--- config.mk ---
export PLATFORM = sky130hd
export DESIGN_NAME = fifo_rd_packer
export DESIGN_NICKNAME = d
export VERILOG_FILES = /design/src/rtl/encoder_pkg.sv /design/src/rtl/fifo_rd_packer.sv
export SDC_FILE = /design/constraint.sdc
export NUM_CORES = 1
export LEC_CHECK = 0
export ABC_AREA = 0
export BUFFER_PORTS_ARGS = -buffer_cell sky130_fd_sc_hd__buf_2
export CAP_MARGIN = 40
export CORE_AREA = 8 8 158 160
export DETAILED_ROUTE_END_ITERATION = 12
export DIE_AREA = 0 0 166 168
export PLACE_DENSITY_LB_ADDON = 0.1
export SYNTH_ARGS = -nofsm -noshare
export SYNTH_HDL_FRONTEND = slang
export SYNTH_SLANG_ARGS = --single-unit
--- constraint.sdc ---
create_clock -name clk -period 5.3 [get_ports clk]
set_input_delay 0.53 -clock clk [delete_from_list [all_inputs] [get_ports clk]]
set_output_delay 0.53 -clock clk [all_outputs]
set_load 0.01 [all_outputs]
--- src/rtl/encoder_pkg.sv ---
// -----------------------------------------------------------------------------
// encoder_pkg : shared types and default sizes for the encoder datapath blocks
// Revision    : 1.0 - initial release
// -----------------------------------------------------------------------------
`default_nettype none

package encoder_pkg;

  typedef enum logic [1:0] {
    IDLE = 2'd0,
    FILL = 2'd1,
    SEND = 2'd2,
    DONE = 2'd3
  } rd_pack_state_e;

  localparam int RD_DATA_WIDTH_DEFAULT = 64;
  localparam int RD_PACK_DEFAULT       = 4;
  localparam int RD_LEN_WIDTH_DEFAULT  = 16;

endpackage

`default_nettype wire

--- src/rtl/fifo_rd_packer.sv ---
// -----------------------------------------------------------------------------
// fifo_rd_packer : drains FIFO words frame-by-frame and packs PACK words per beat
// Revision       : 1.0 - initial release
// -----------------------------------------------------------------------------
`default_nettype none

module fifo_rd_packer
  import encoder_pkg::*;
#(
  parameter int DATA_WIDTH = RD_DATA_WIDTH_DEFAULT,
  parameter int PACK       = RD_PACK_DEFAULT,
  parameter int LEN_WIDTH  = RD_LEN_WIDTH_DEFAULT
) (
  input  logic                       clk,
  input  logic                       rst_n,
  input  logic [DATA_WIDTH-1:0]      fifo_data_i,
  input  logic                       fifo_valid_i,
  output logic                       fifo_pop_o,
  input  logic                       start_i,
  input  logic [LEN_WIDTH-1:0]       len_i,
  output logic                       busy_o,
  output logic                       done_o,
  output logic [PACK*DATA_WIDTH-1:0] out_data_o,
  output logic [PACK-1:0]            out_keep_o,
  output logic                       out_valid_o,
  input  logic                       out_ready_i,
  output logic                       out_last_o
);

  localparam int LANE_W = $clog2(PACK);

  rd_pack_state_e            r_state;
  rd_pack_state_e            w_state_nxt;
  logic [LANE_W-1:0]         r_lane;
  logic [LEN_WIDTH-1:0]      r_remaining;
  logic [PACK*DATA_WIDTH-1:0] r_data;
  logic [PACK-1:0]           r_keep;
  logic                      r_last;

  logic w_pop_fire;
  logic w_beat_full;
  logic w_frame_end;
  logic w_send_fire;
  logic w_start_frame;
  logic w_clear_beat;

  assign w_pop_fire    = (r_state == FILL) && fifo_valid_i;
  assign w_beat_full   = (r_lane == LANE_W'(PACK - 1));
  assign w_frame_end   = (r_remaining == LEN_WIDTH'(1));
  assign w_send_fire   = (r_state == SEND) && out_ready_i;
  assign w_start_frame = (r_state == IDLE) && start_i && (len_i != '0);
  // A fresh beat starts either at frame start or after a non-final handshake.
  assign w_clear_beat  = w_start_frame || (w_send_fire && !r_last);

  always_ff @(posedge clk or negedge rst_n) begin
    if (!rst_n) begin
      r_state <= IDLE;
    end else begin
      r_state <= w_state_nxt;
    end
  end

  always_comb begin
    w_state_nxt = r_state;
    fifo_pop_o  = 1'b0;
    out_valid_o = 1'b0;
    done_o      = 1'b0;
    case (r_state)
      IDLE: begin
        if (start_i) begin
          w_state_nxt = (len_i != '0) ? FILL : DONE;
        end
      end
      FILL: begin
        fifo_pop_o = fifo_valid_i;
        if (w_pop_fire && (w_beat_full || w_frame_end)) begin
          w_state_nxt = SEND;
        end
      end
      SEND: begin
        out_valid_o = 1'b1;
        if (out_ready_i) begin
          w_state_nxt = r_last ? DONE : FILL;
        end
      end
      DONE: begin
        done_o      = 1'b1;
        w_state_nxt = IDLE;
      end
      default: w_state_nxt = IDLE;
    endcase
  end

  always_ff @(posedge clk or negedge rst_n) begin
    if (!rst_n) begin
      r_lane      <= '0;
      r_remaining <= '0;
      r_data      <= '0;
      r_keep      <= '0;
      r_last      <= 1'b0;
    end else if (w_clear_beat) begin
      r_lane <= '0;
      r_data <= '0;
      r_keep <= '0;
      r_last <= 1'b0;
      if (w_start_frame) begin
        r_remaining <= len_i;
      end
    end else if (w_pop_fire) begin
      for (int k = 0; k < PACK; k++) begin
        if (r_lane == LANE_W'(k)) begin
          r_data[k*DATA_WIDTH +: DATA_WIDTH] <= fifo_data_i;
          r_keep[k]                          <= 1'b1;
        end
      end
      r_remaining <= r_remaining - LEN_WIDTH'(1);
      r_lane      <= w_beat_full ? '0 : r_lane + LANE_W'(1);
      r_last      <= w_frame_end;
    end
  end

  assign busy_o     = (r_state != IDLE);
  assign out_last_o = (r_state == SEND) && r_last;
  assign out_data_o = r_data;
  assign out_keep_o = r_keep;

endmodule

`default_nettype wire

==> flow_metrics.env <==
export IMPL_status="complete, but fails checks"
export IMPL_violations="hold timing"
export IMPL_crit_chain="nand3b_1 -> inv_2 -> and2_2 -> buf_4 -> nand2_1 -> a21oi_1"
export IMPL_synth_edf_count=0
export IMPL_coreArea_um2=22370
export IMPL_power_switching_w=0.003116
export IMPL_arrival_ns=3.68
export IMPL_cts_resized_gates=0
export IMPL_fillCellCount=1840
export IMPL_tns_ns=0
export IMPL_yosys_warnings=0
export IMPL_synth_area_um2=12410
export IMPL_design_area_um2=15130
export IMPL_slowest_delay_ns=0.69
export IMPL_yosysSeqAreaShare_pct=56.66
export IMPL_cts_buffers=29
export IMPL_power_frac_clock_pct=24.4
export IMPL_syn_avg_cell_area_um2=9.650
export IMPL_switching_share_pct=38.25
export IMPL_synth_seq_cells=281
export IMPL_p_int_w=0.005032
export IMPL_cp_max_fo=37
export IMPL_clockBufferDepth=3
export IMPL_antenna_found_initial=3
export IMPL_netlist_area_leader_share_pct=56.66
export IMPL_clkSinkCount=281
export IMPL_die_x_um=166
export IMPL_tightest_slew_ns=1.031
export IMPL_ff2ff_path_depth=6
export IMPL_worstPathRequired_ns=5.76
export IMPL_synth_area_leaders="dfrtp_1, nand2_1, a21oi_2"
export IMPL_cts_tree="done"
export IMPL_multi_input_area_um2=4853
export IMPL_place_area_um2=14190
export IMPL_grt_total_usage_pct=26.30
export IMPL_setup_viol=0
export IMPL_ctsHoldBuffers=0
export IMPL_synth_compound_area_share_pct=17.94
export IMPL_grt_overflow=0
export IMPL_maxCapViolCount=0
export IMPL_hold_violations=8
export IMPL_port_buffers=349
export IMPL_grt_pass1_vias=10830
export IMPL_clk_latency_ns=0.54
export IMPL_r2r_start="r_state[0]"
export IMPL_p_seq_share_pct=39.4
export IMPL_viasPerCell=5.439
export IMPL_clkTransAtPathRegs_ns=0.06
export IMPL_finClkSkew_ns=0.006351
export IMPL_die_y_um=168
export IMPL_syn2layout_area_growth_pct=21.89
export IMPL_layout_nets=1680
export IMPL_fin_crit_sh_pct=60.87
export IMPL_drv_slew=0
export IMPL_start_util_pct=55.49
export IMPL_critPathLaunchType="register"
export IMPL_synthAdderAreaFrac_pct=0.6050
export IMPL_syn_inst=1286
export IMPL_grt_start_max_net_pins=142
export IMPL_h_tree_depth=1
export IMPL_hold_path_class="in -> async"
export IMPL_fin_util_pct=67.63
export IMPL_synthesis_nets=1377
export IMPL_crit_slowest_cell="and2_2"
export IMPL_place_congestion=0.8346
export IMPL_synth_cell_types=48
export IMPL_drtAntennaViolNets=0
export IMPL_wl_per_cell_um=19.72
export IMPL_power_total_w=0.008148
export IMPL_rsz0062_at_grt="no"
export IMPL_p_leak_nw=7.302
export IMPL_rows=55
export IMPL_cp_top_family="simple AND/OR/NAND/NOR gates"
export IMPL_path_class="reg -> reg"
export IMPL_finalCriticalPeriod_ns=3.226
export IMPL_synth_simple_area_share_pct=19.99
export IMPL_io_pins=350
export IMPL_ff_latch_area_um2=7032
export IMPL_synthArstFlopShare_pct=100.0
export IMPL_synthXorXnorAreaFrac_pct=0.2823
export IMPL_synth_area_mux_share_pct=0.08066
export IMPL_dp_hpwl_um=25470
export IMPL_vias=10310
export IMPL_vdd_ir_drop_max_mv=0.4309
export IMPL_path_buf_inv=2
export IMPL_drive_gt1_share_pct=38.10
export IMPL_r2r_slack_ns=2.07
export IMPL_drt_pass1_iterations=4
export IMPL_drtIter0Drc=789
export IMPL_power_density_nw_per_um2=538.7
export IMPL_endpoint_kind="register"
export IMPL_yosysTopAreaCell="dfrtp_1"
export IMPL_grt_pass1_wl_um=59930
export IMPL_fmax_ghz=0.3100
export IMPL_cts_setup_buffers=0
export IMPL_pwr_share_comb_pct=36.1
export IMPL_cts_root_buffer="clkbuf_16"
export IMPL_hold_slack_ns=-0.003098
export IMPL_synth_top_family_by_area="simple AND/OR/NAND/NOR gates"
export IMPL_routed_wl_um=37390
export IMPL_synth_top_flop_cell="dfrtp_1"
export IMPL_drc=0
export IMPL_slew_headroom_pct=31.30
export IMPL_fp_dieArea_um2=27890
export IMPL_r2r_end="out_data_o[229]"
-- cell type report --
cell class / instances / area share [%]
repair buffers: 364 / 12.74
clock inverters: 13 / 0.8355
multi-input cells: 906 / 32.09
well taps: 285 / 2.358
flip-flops and latches: 281 / 46.49
clock buffers: 38 / 5.286
diodes: 2 / 0.03309
inverters: 7 / 0.1737
-- Yosys cell counts, types with 3 or more instances --
library cell / number
nand2_1: 529
buf_2: 14
nor3_1: 13
o21ai_1: 10
nor4_1: 3
a21oi_2: 180
buf_6: 21
a311oi_1: 7
xnor2_1: 3
and2_1: 6
dfrtp_1: 281
buf_1: 9
or4_1: 3
nor2b_1: 3
nor2_1: 17
and4_1: 3
a21oi_1: 81
nor4_2: 6
clkbuf_1: 47
inv_1: 6
nand2b_1: 4
ha_1: 6
-- cell usage in the layout, fill, tap and decap left out, drive strengths merged, types with 4 or more instances in the layout --
cell type and instances:
a21oi 261, a311oi 7, and2 6, buf 364, clkbuf 38, clkinv 7, dfrtp 281, ha 6
inv 8, nand2 529, nand2b 4, nor2 17, nor3 13, nor4 11, o21ai 12
-- flip-flops by register name, summed over array words and instances, names as in the netlist --
register and count:
out_data_o 256, r_remaining 16, out_keep_o 4, r_lane 2
r_state 2, r_last 1
-- metrics by stage --
stage / setup slack, ns / cells / hold WS (ns)
final: 2.074 / 1896 / -0.003098
after global routing: 1.884 / 1896 / 0.05563
after CTS: 2.094 / 1894 / 0.03184
after detailed placement: 2.134 / 1843 / 0.4868
after global placement: 2.172 / 1841 / 0.4789
after floorplan: 3.363 / 1286 / 0.2344
-- worst register-to-register path: cells and delay by family (launching register included) --
family / cells / cell delay, ns
and+or+nand+nor: 3 / 1.35
buffers and inverters: 2 / 1.05
DFF: 1 / 0.58
AOI/OAI and AO/OA: 1 / 0.17
-- worst max-delay path by stage --
stage,startpoint,to,slack [ns],cells after the start
floorplan,r_remaining[0],r_remaining[14],3.36,6
global placement,start_i,out_data_o[229],2.17,6
detailed placement,fifo_valid_i,out_data_o[150],2.13,7
CTS,r_state[0],out_data_o[150],2.09,6
global route,r_state[0],out_data_o[105],1.88,6
finish,r_state[0],out_data_o[229],2.07,6
-- layer usage --
metal | wire length (µm) | GRT usage (%) | share of wire, %
met1 | 15490 | 32.67 | 41
met2 | 17400 | 42.74 | 47
met3 | 3105 | 7.998 | 8.3
met4 | 1392 | 10.20 | 3.7
met5 | 10 | 0 | 0.027
-- kinds of logic (layout without fill, tap and decap cells) --
family / after synthesis / in the layout
AND/OR/NAND/NOR: 602 / 602
AO/OA/AOI/OAI: 293 / 293
flip-flops: 281 / 281
buffers and inverters: 99 / 422
adder cells (fa/ha/maj): 6 / 6
XOR/XNOR: 4 / 4
multiplexers: 1 / 1
other: 0 / 2
-- power by group through the flow --
stage	Combinational, W	Sequential (W)	Clock (W)
6_report	0.00294	0.00321	0.00199
5_1_grt	0.00324	0.00329	0.00210
4_1_cts	0.00297	0.00321	0.00203
3_5_place_dp	0.00297	0.00324	0
3_3_place_gp	0.00288	0.00322	0
2_1_floorplan	0.00164	0.00343	0
Power figures use the tool's default switching activity.
